`src/rtl/uart8051_pkg.sv`:
```
`default_nettype none
// ============================================================================
// Package : uart8051_pkg
// Brief   : Shared mode encodings, default oversample ratio and width helper
//           for the 8051-compatible UART.
// Rev     : 1.0  initial release
// ============================================================================
package uart8051_pkg;

    localparam logic [1:0] MODE_SHIFT  = 2'd0;
    localparam logic [1:0] MODE_8B_VAR = 2'd1;
    localparam logic [1:0] MODE_9B_FIX = 2'd2;
    localparam logic [1:0] MODE_9B_VAR = 2'd3;

    localparam int OVS_DEFAULT = 16;

    // Bits needed to hold 0..n-1, never less than one.
    function automatic int clog2(input int n);
        int r;
        r = 0;
        for (int i = 0; i < 31; i++) begin
            if ((1 << i) < n) r = i + 1;
        end
        return (r < 1) ? 1 : r;
    endfunction

endpackage
`default_nettype wire

```
`src/rtl/uart8051_reload_timer.sv`:
```
`default_nettype none
// ============================================================================
// Module : uart8051_reload_timer
// Brief  : Prescaler plus Timer-1 style auto-reload counter; ovf pulses in the
//          cycle the counter rolls over from all-ones.
// Rev    : 1.0  initial release
// ============================================================================
module uart8051_reload_timer
    import uart8051_pkg::*;
#(
    parameter int PRESC    = 12,
    parameter int RELOAD_W = 8
) (
    input  logic                clk,
    input  logic                rst_n,
    input  logic                start,
    input  logic                run,
    input  logic [RELOAD_W-1:0] reload,
    output logic                ovf
);

    localparam int                 c_pre_w    = clog2(PRESC);
    localparam logic [c_pre_w-1:0] c_pre_last = c_pre_w'(PRESC - 1);

    logic [c_pre_w-1:0]  r_pre;
    logic [RELOAD_W-1:0] r_timer;
    logic                w_pre_wrap;

    assign w_pre_wrap = (r_pre == c_pre_last);
    assign ovf        = run & ~start & w_pre_wrap & (&r_timer);

    always_ff @(posedge clk or negedge rst_n) begin
        if (!rst_n) begin
            r_pre   <= '0;
            r_timer <= '0;
        end else if (start) begin
            r_pre   <= '0;
            r_timer <= reload;
        end else if (!run) begin
            r_pre   <= '0;
            r_timer <= '0;
        end else begin
            r_pre <= w_pre_wrap ? '0 : r_pre + c_pre_w'(1);
            // reload is only looked at here and on start
            if (w_pre_wrap) r_timer <= (&r_timer) ? reload : r_timer + RELOAD_W'(1);
        end
    end

endmodule
`default_nettype wire

```
`src/rtl/uart8051_baud_engine.sv`:
```
`default_nettype none
// ============================================================================
// Module : uart8051_baud_engine
// Brief  : 8051 UART baud source: oversample tick, TX bit tick and
//          restartable RX sample/bit ticks for all four serial modes.
// Rev    : 1.0  initial release
// ============================================================================
module uart8051_baud_engine
    import uart8051_pkg::*;
#(
    parameter int CLK_FREQ = 50000000,
    parameter int PRESC    = 12,
    parameter int RELOAD_W = 8,
    parameter int OVS      = OVS_DEFAULT
) (
    input  logic                clk,
    input  logic                rst_n,
    input  logic                en,
    input  logic [1:0]          mode,
    input  logic                smod,
    input  logic [RELOAD_W-1:0] reload,
    input  logic                rx_restart,
    output logic                os_tick,
    output logic                tx_tick,
    output logic                rx_sample,
    output logic                rx_bit_tick
);

    localparam int                 c_cnt_w    = clog2(OVS);
    localparam logic [c_cnt_w-1:0] c_cnt_last = c_cnt_w'(OVS - 1);
    localparam logic [c_cnt_w-1:0] c_smp_lo   = c_cnt_w'(OVS / 2 - 1);
    localparam logic [c_cnt_w-1:0] c_smp_hi   = c_cnt_w'(OVS / 2 + 1);

    generate
        if (PRESC < 1 || PRESC > 255 || OVS < 4 || (OVS & (OVS - 1)) != 0 || CLK_FREQ < 1)
        begin : g_param_check
            $error("uart8051_baud_engine: illegal parameter set");
        end
    endgenerate

    logic               r_en_d;
    logic [1:0]         r_mode_d;
    logic               r_smod_d;
    logic               r_half;
    logic [7:0]         r_div_cnt;
    logic [c_cnt_w-1:0] r_tx_cnt;
    logic [c_cnt_w-1:0] r_rx_cnt;

    logic       w_start;
    logic       w_timer_mode;
    logic       w_shift_mode;
    logic       w_run;
    logic       w_ovf;
    logic [7:0] w_div_lim;
    logic       w_div_wrap;
    logic       w_os;
    logic       w_rx_clr;
    logic       w_rx_os;
    logic       w_rx_mid;

    uart8051_reload_timer #(
        .PRESC    (PRESC),
        .RELOAD_W (RELOAD_W)
    ) u_timer (
        .clk    (clk),
        .rst_n  (rst_n),
        .start  (w_start),
        .run    (w_run),
        .reload (reload),
        .ovf    (w_ovf)
    );

    always_comb begin
        w_start      = en & (~r_en_d | (mode != r_mode_d) | (smod != r_smod_d));
        w_timer_mode = (mode == MODE_8B_VAR) | (mode == MODE_9B_VAR);
        w_shift_mode = (mode == MODE_SHIFT);
        w_run        = en & w_timer_mode;
        // modes 0/2 use a plain divider; mode 2 is fosc/(OVS*4) or fosc/(OVS*2)
        w_div_lim    = (mode == MODE_9B_FIX) ? (smod ? 8'd2 : 8'd4) : 8'(PRESC);
        w_div_wrap   = (r_div_cnt == w_div_lim - 8'd1);
        w_os         = en & ~w_start &
                       (w_timer_mode ? (w_ovf & (smod | r_half)) : w_div_wrap);
        w_rx_clr     = en & rx_restart;
        w_rx_os      = w_os & ~w_rx_clr;
        w_rx_mid     = (r_rx_cnt >= c_smp_lo) & (r_rx_cnt <= c_smp_hi);
    end

    always_ff @(posedge clk or negedge rst_n) begin
        if (!rst_n) begin
            r_en_d      <= 1'b0;
            r_mode_d    <= 2'd0;
            r_smod_d    <= 1'b0;
            r_half      <= 1'b0;
            r_div_cnt   <= 8'd0;
            r_tx_cnt    <= '0;
            r_rx_cnt    <= '0;
            os_tick     <= 1'b0;
            tx_tick     <= 1'b0;
            rx_sample   <= 1'b0;
            rx_bit_tick <= 1'b0;
        end else begin
            r_en_d      <= en;
            r_mode_d    <= mode;
            r_smod_d    <= smod;
            os_tick     <= w_os;
            tx_tick     <= w_os & (w_shift_mode | (r_tx_cnt == c_cnt_last));
            rx_sample   <= w_rx_os & (w_shift_mode | w_rx_mid);
            rx_bit_tick <= w_rx_os & (w_shift_mode | (r_rx_cnt == c_cnt_last));
            if (!en || w_start) begin
                r_half    <= 1'b0;
                r_div_cnt <= 8'd0;
                r_tx_cnt  <= '0;
                r_rx_cnt  <= '0;
            end else begin
                r_div_cnt <= (w_timer_mode || w_div_wrap) ? 8'd0 : r_div_cnt + 8'd1;
                if (w_ovf) r_half <= ~r_half;
                if (w_os) r_tx_cnt <= r_tx_cnt + c_cnt_w'(1);
                if (w_rx_clr) r_rx_cnt <= '0;
                else if (w_os) r_rx_cnt <= r_rx_cnt + c_cnt_w'(1);
            end
        end
    end

endmodule
`default_nettype wire
```
`config.mk`:
```
export PLATFORM = sky130hd
export DESIGN_NAME = uart8051_baud_engine
export DESIGN_NICKNAME = d
export VERILOG_FILES = /design/src/rtl/uart8051_pkg.sv /design/src/rtl/uart8051_reload_timer.sv /design/src/rtl/uart8051_baud_engine.sv
export SDC_FILE = /design/constraint.sdc
export NUM_CORES = 1
export LEC_CHECK = 0
export ABC_AREA = 1
export BUFFER_PORTS_ARGS = -buffer_cell sky130_fd_sc_hd__buf_2
export CAP_MARGIN = 20
export CORE_MARGIN = 2
export CORE_UTILIZATION = 30
export CTS_CLUSTER_SIZE = 10
export DETAILED_ROUTE_END_ITERATION = 8
export HOLD_SLACK_MARGIN = 0.05
export PLACE_DENSITY = 0.46
export SLEW_MARGIN = 20
export SYNTH_ARGS = -nofsm -noshare
export SYNTH_HDL_FRONTEND = slang
export SYNTH_SLANG_ARGS = --single-unit
```
`constraint.sdc`:
```
create_clock -name clk -period 1.8 [get_ports clk]
set_input_delay 0.36 -clock clk [delete_from_list [all_inputs] [get_ports clk]]
set_output_delay 0.36 -clock clk [all_outputs]
set_load 0.005 [all_outputs]
```
# Word-level counts from Yosys, hierarchy flattened
# Index checks and enable logic that the tools add are counted.
# totals
ff_bits	37
latch_bits	0
ram_bits	0
rom_bits	0
input_bits	15
out_inout_bits	4
elab_cells	83
n_memories	0
# op_classes
addsub	6
n_mul	0
div	0
order_cmp	2
n_eq_ne	10
n_shift	0
muxes	19
bitwise	25
n_reduce_logical	8
# op_table
operator	n
$mux 8	6
$mux 4	9
$add 8x1->8 const B	2
$and 1x1->1	14
$add 4x1->4 const B	3
$eq 4x4->1 const B	3
$eq 8x8->1	1
$reduce_and 8->1	1
$or 1x1->1	7
$sub 4x1->5 const B	1
$eq 2x2->1 const B	2
$ge 4x3->1 const B	1
$le 4x4->1 const B	1
$not 1->1	4
$reduce_bool 2->1	2
$mux 1	3
$mux 3	1
$ne 3x2->1 const B	1
$reduce_bool 3->1	1
$eq 2x1->1 const B	1
$logic_not 2->1	1
$logic_or 1x1->1	2
$ne 2x2->1	1
$logic_not 1->1	1
$ne 1x1->1	1

# Longest topological paths before layout
# logic_depth
word_depth	14
ltp_mapped	13
depth_no_buf	13

# Cells and area by module
# A second synthesis with hierarchy kept.
# hier_totals
hier_cells	271
hier_area_um2	2153.3
# modules_own_cells
module	n_inst	cells_per_inst	area_per_inst_um2	seq_area_each_um2
uart8051_baud_engine	1	155	1338.8	625.6
uart8051_reload_timer	1	116	814.5	300.3

# Worst setup path after synthesis
# Ideal clock, no wire load.
# synth_timing
path_type	register to register
startpoint	register u_timer.r_timer[0]
endpoint	register r_tx_cnt[2]
setup_ps	117
arrival_time_ps	1492
required_ps	1683
setup_slack_ps	191
stages_incl_launch_ff	13
n_path_buf	0
period_less_slack_ps	1609
path_cell_list	dfrtp_1 ha_1 nand2_1 nor2_2 nand2_1 nor2_1 nand4_2 nand2_1 nand2_4 nand2_2 inv_2 nand2_1 nand2_1
# synth_via
elab_chain_len	6
# synth_lines
item	line	source
start, declared	uart8051_reload_timer.sv:26	logic [RELOAD_W-1:0] r_timer;
start signal, assigned	uart8051_reload_timer.sv:38	r_timer <= reload;
start signal, assigned	uart8051_reload_timer.sv:45	if (w_pre_wrap) r_timer <= (&r_timer) ? reload : r_timer + RELOAD_W'(1);
$reduce_and 8->1	uart8051_reload_timer.sv:30	assign ovf = run & ~start & w_pre_wrap & (&r_timer);
$and 1x1->1	uart8051_reload_timer.sv:30	
$and 1x1->1	uart8051_baud_engine.sv:82	(w_timer_mode ? (w_ovf & (smod | r_half)) : w_div_wrap);
$mux 1	uart8051_baud_engine.sv:82	
$and 1x1->1	uart8051_baud_engine.sv:81	w_os = en & ~w_start &
$reduce_bool 2->1 (no line)	n/a	
end signal, assigned	uart8051_baud_engine.sv:117	if (w_os) r_tx_cnt <= r_tx_cnt + c_cnt_w'(1);
end, declared	uart8051_baud_engine.sv:46	logic [c_cnt_w-1:0] r_tx_cnt;
# Every way passes these cells.
# A chain may end at the register's enable or synchronous reset.

# Final worst setup path
# layout_timing
startpoint	register u_timer.r_timer[0]
endpoint	register u_timer.r_timer[1]
# layout_via
elab_chain_len	5
word_cells_on_any_way	6
cone_classes	1 x add/sub; 4 x mux; 1 x reduce/logical
# layout_lines
item	line	source
$add 8x1->8 or $reduce_and 8->1 (tied branches)	uart8051_reload_timer.sv:45	
$mux 8 (*) (2 in a row)	uart8051_reload_timer.sv:45	
$mux 8 (*)	uart8051_reload_timer.sv:39	end else if (!run) begin
$mux 8 (*)	uart8051_reload_timer.sv:36	end else if (start) begin
# Mark *: on every way between the ends. The rest lies on a longest branch, timed or not. The select of a mux whose other input is x is not followed.

==> report_table.html <==
<table>
<tr><th>Metric</th><th>Value</th></tr>
<tr><th colspan="2">Global route</th></tr>
<tr><td>Antenna violations before repair</td><td>0</td></tr>
<tr><td>Global-route wire length before repair</td><td>7.53 mm</td></tr>
<tr><td>Overall overflow remaining after global route</td><td>0</td></tr>
<tr><td>Total GRT Usage</td><td>12.9%</td></tr>
<tr><td>Vias in the first global route</td><td>1610</td></tr>
<tr><td>Maximum number of pins on one net before global-route repair</td><td>19</td></tr>
<tr><th colspan="2">Placement</th></tr>
<tr><td>Final weighted congestion in routability-driven placement</td><td>0.753</td></tr>
<tr><td>Placed standard-cell area</td><td>2290 µm²</td></tr>
<tr><td>Worst setup timing slack at the placement stage</td><td>0.117 ns</td></tr>
<tr><td>IO buf count</td><td>18</td></tr>
<tr><td>DP Wirelength</td><td>3.18 mm</td></tr>
<tr><th colspan="2">Floorplan</th></tr>
<tr><td>Number of top-level pins</td><td>19</td></tr>
<tr><td>Core area</td><td>6720 µm²</td></tr>
<tr><td>Cell row count</td><td>30</td></tr>
<tr><td>Die height</td><td>86.7 µm</td></tr>
<tr><td>Floorplan die width</td><td>86.7 µm</td></tr>
<tr><td>Initial Utilization</td><td>30.6%</td></tr>
<tr><td>Total Die Area</td><td>7520 µm²</td></tr>
<tr><th colspan="2">Pwr</th></tr>
<tr><td>Clock power share</td><td>35.7%</td></tr>
<tr><td>Switching component of the power</td><td>427 µW</td></tr>
<tr><td>Internal power summed over all cells</td><td>1.23 mW</td></tr>
<tr><td>PD cells</td><td>692 nW/µm²</td></tr>
<tr><td>Combinational cell fraction of total power</td><td>11.1%</td></tr>
<tr><td>Worst vdd ir</td><td>336 µV</td></tr>
<tr><td>Sw frac</td><td>25.7%</td></tr>
<tr><td>Total leakage power</td><td>1.19 nW</td></tr>
<tr><td>Power share of the sequential group</td><td>53.1%</td></tr>
<tr><th colspan="2">Synthesis</th></tr>
<tr><td>Mean Syn Cell Area</td><td>8.48 µm²</td></tr>
<tr><td>Synth warn</td><td>0</td></tr>
<tr><td>Gate Count Post-Synth</td><td>242</td></tr>
<tr><td>Part of the Yosys area used for sequential elements</td><td>45.1%</td></tr>
<tr><td>Distinct cell type count of the synthesized netlist</td><td>33</td></tr>
<tr><td>Synthesized flop and latch total</td><td>37</td></tr>
<tr><td>Syn_nets</td><td>264</td></tr>
<tr><td>Synthesized cell area</td><td>2050 µm²</td></tr>
<tr><th colspan="2">Critical path</th></tr>
<tr><td>Data arrival time at the worst-slack endpoint</td><td>1.85 ns</td></tr>
<tr><td>Element type at the critical path end</td><td>flop</td></tr>
<tr><td>Delay of the slowest cell on the worst path</td><td>0.37 ns</td></tr>
<tr><td>Critical path start-end classification</td><td>flop to flop</td></tr>
<tr><td>Crit path required time</td><td>2.00 ns</td></tr>
<tr><td>Crit path buffers/inverters</td><td>1</td></tr>
<tr><td>Register-to-Register Path Depth</td><td>8</td></tr>
<tr><td>Maximum fanout along the worst path</td><td>13</td></tr>
<tr><td>Master of the slowest instance on the critical path</td><td>sky130_fd_sc_hd__dfrtp_1</td></tr>
<tr><td>Worst path cell trace</td><td>ha_2 -&gt; nand2_1 -&gt; nor2_2 -&gt; nand2_1 -&gt; buf_4 -&gt; o21ai_0 -&gt; nand2_1 -&gt; a31oi_1</td></tr>
<tr><td>Crit-path most repeated cell</td><td>sky130_fd_sc_hd__nand2_1</td></tr>
<tr><td>Family of cells with the greatest summed delay on the critical path</td><td>compound AO/OA/AOI/OAI gates</td></tr>
<tr><td>Instance count on the critical path</td><td>8</td></tr>
<tr><td>Startpoint types</td><td>flop</td></tr>
<tr><th colspan="2">Clock network</th></tr>
<tr><td>Number of setup buffers added after CTS</td><td>0</td></tr>
<tr><td>Maximum buffer depth of the clock tree</td><td>2</td></tr>
<tr><td>Skew-Pair Late Insertion Delay</td><td>0.29 ns</td></tr>
<tr><td>Clock tree root buffer cell</td><td>sky130_fd_sc_hd__clkbuf_8</td></tr>
<tr><td>Clock buffers created by TritonCTS</td><td>5</td></tr>
<tr><td>Clock tree from TritonCTS</td><td>built</td></tr>
<tr><td>Clock sink total</td><td>37</td></tr>
<tr><td>Clock-pin slew reported for the worst setup and hold paths after clock tree synthesis</td><td>0.08 ns</td></tr>
<tr><td>CTS HTree Levels</td><td>2</td></tr>
<tr><th colspan="2">Cells and area</th></tr>
<tr><td>Highest-count cells in the layout ignoring fill and taps</td><td>48 x sky130_fd_sc_hd__nand2_1, 37 x sky130_fd_sc_hd__dfrtp_1, 30 x sky130_fd_sc_hd__nor2_1</td></tr>
<tr><td>Number of diodes</td><td>0</td></tr>
<tr><td>Area of all placed cells without fillers</td><td>2400 µm²</td></tr>
<tr><td>Fraction of layout cells with a size suffix above 1</td><td>23.4%</td></tr>
<tr><td>Area growth syn-to-layout</td><td>16.9%</td></tr>
<tr><td>Post-layout nets</td><td>296</td></tr>
<tr><td>Commonest non-fill, non-tap cell in the layout</td><td>sky130_fd_sc_hd__nand2_1</td></tr>
<tr><th colspan="2">STA</th></tr>
<tr><td>Final Max Tran Viols</td><td>0</td></tr>
<tr><td>Share of the clock period used by the worst path</td><td>91.4%</td></tr>
<tr><td>Setup ws final</td><td>0.155 ns</td></tr>
<tr><td>Final Hold Violating Endpoints</td><td>0</td></tr>
<tr><td>Max Clock Freq</td><td>608 MHz</td></tr>
<tr><td>Min cycle time layout</td><td>1.64 ns</td></tr>
<tr><td>Final hold slack</td><td>0.251 ns</td></tr>
<tr><td>Worst slew margin relative to its limit</td><td>78.4%</td></tr>
<tr><td>Slew @ Worst Pin</td><td>0.320 ns</td></tr>
<tr><td>Setup TNS Final</td><td>0 ns</td></tr>
<tr><td>Final setup violation count</td><td>0</td></tr>
<tr><td>Clock tree skew after final layout</td><td>0.0122 ns</td></tr>
<tr><th colspan="2">Worst hold path</th></tr>
<tr><td>Hold/Removal Path Class</td><td>input port to flop</td></tr>
<tr><td>Hold depth</td><td>1</td></tr>
<tr><th colspan="2">Route</th></tr>
<tr><td>Vias</td><td>1646</td></tr>
<tr><td>Final wirelength</td><td>4.26 mm</td></tr>
<tr><td>Routed length per placed instance</td><td>12.0 µm</td></tr>
<tr><td>DRC marker count from the first detailed-route iteration</td><td>57</td></tr>
<tr><td>Count of unresolved DRC violations after routing</td><td>0</td></tr>
<tr><td>Antenna-violating nets left</td><td>0</td></tr>
<tr><td>Number of vias per cell after detailed routing</td><td>4.65</td></tr>
<tr><td>Number of iterations in the first detailed-routing pass</td><td>4</td></tr>
<tr><th colspan="2">Outcome</th></tr>
<tr><td>Run status</td><td>completed</td></tr>
<tr><th colspan="2">Run</th></tr>
<tr><td>Max-cap violations</td><td>0</td></tr>
</table>
## flip-flops by register name, summed over array words and instances (netlist names)
register,count
rx_sample,1
r_smod_d,1
r_rx_cnt,4
r_tx_cnt,4
rx_bit_tick,1
tx_tick,1
r_div_cnt,8
u_timer.r_pre,4
r_en_d,1
r_mode_d,2
u_timer.r_timer,8
os_tick,1
r_half,1
## stage by stage
step	util (%)	cells	power [mW]
finish	35.7	354	1.66
CTS	35.5	354	1.70
floorplan	-	242	1.00
global route	35.7	354	1.76
detailed placement	34.1	346	1.08
global placement	34.1	346	1.08
## power groups by stage
stage / Clock [mW] / Sequential (mW) / Combinational [mW]
6_report: 0.593 / 0.882 / 0.185
5_1_grt: 0.664 / 0.886 / 0.212
4_1_cts: 0.630 / 0.882 / 0.187
3_5_place_dp: 0 / 0.898 / 0.184
3_3_place_gp: 0 / 0.898 / 0.185
2_1_floorplan: 0 / 0.895 / 0.107
## routing by layer
metal	global-route usage [%]	vias up	routed length (µm)
li1	-	852	-
met1	17.6	762	2090
met2	19.4	26	1940
met3	3.05	6	146
met4	5.97	0	82
met5	0	-	0
## cells in the mapped netlist (all sizes together)
cell type / n / area [µm²]
a211oi: 1 / 12.5
a21boi: 1 / 7.51
a21oi: 12 / 63.8
a31oi: 8 / 50.1
buf: 2 / 18.8
clkbuf: 1 / 3.75
clkinv: 1 / 5.00
dfrtp: 37 / 926
ha: 7 / 87.6
inv: 24 / 90.1
nand2: 57 / 254
nand3: 13 / 70.1
nand3b: 1 / 7.51
nand4: 10 / 68.8
nor2: 36 / 166
nor3: 2 / 10.0
nor3b: 1 / 7.51
o211ai: 1 / 7.51
o21ai: 10 / 50.1
or2: 1 / 6.26
xnor2: 6 / 52.6
xor2: 10 / 87.6
## path summary, 6_finish.rpt
kind / from / end / slack (ns)
setup / recovery: u_timer.r_timer[0] / u_timer.r_timer[1] / 0.16
hold / removal: smod / r_smod_d / 0.25
setup reg to reg: u_timer.r_timer[0] / u_timer.r_timer[1] / 0.16
hold reg to reg: r_div_cnt[7] / r_div_cnt[7] / 0.46
max in group asynchronous: rst_n / r_rx_cnt[0] / 0.90
min in group asynchronous: rst_n / u_timer.r_timer[0] / 0.42
## final cells by class
cell class,instances,area (µm²)
Fill cell,708,4320
Multi-Input combinational cell,177,1020
Sequential cell,37,926
Timing Repair Buffer,28,168
Tap cell,80,100
Inverter,25,95.1
Clock buffer,7,86.3
## kinds of logic after synthesis
group,Yosys count,share of synthesized area [%]
XOR/XNOR,16,6.82
AO/OA/AOI/OAI,33,9.32
flip-flops,37,45.1
adder cells (fa/ha/maj),7,4.27
buffers and inverters,28,5.73
AND/OR/NAND/NOR,121,28.8
## repair_timing
item,CTS,global route
gates resized for setup,0,4
hold buffers,1,0
endpoints found under the hold margin,5,0
setup endpoints to repair,0,10
Power figures use the tool's default switching activity.
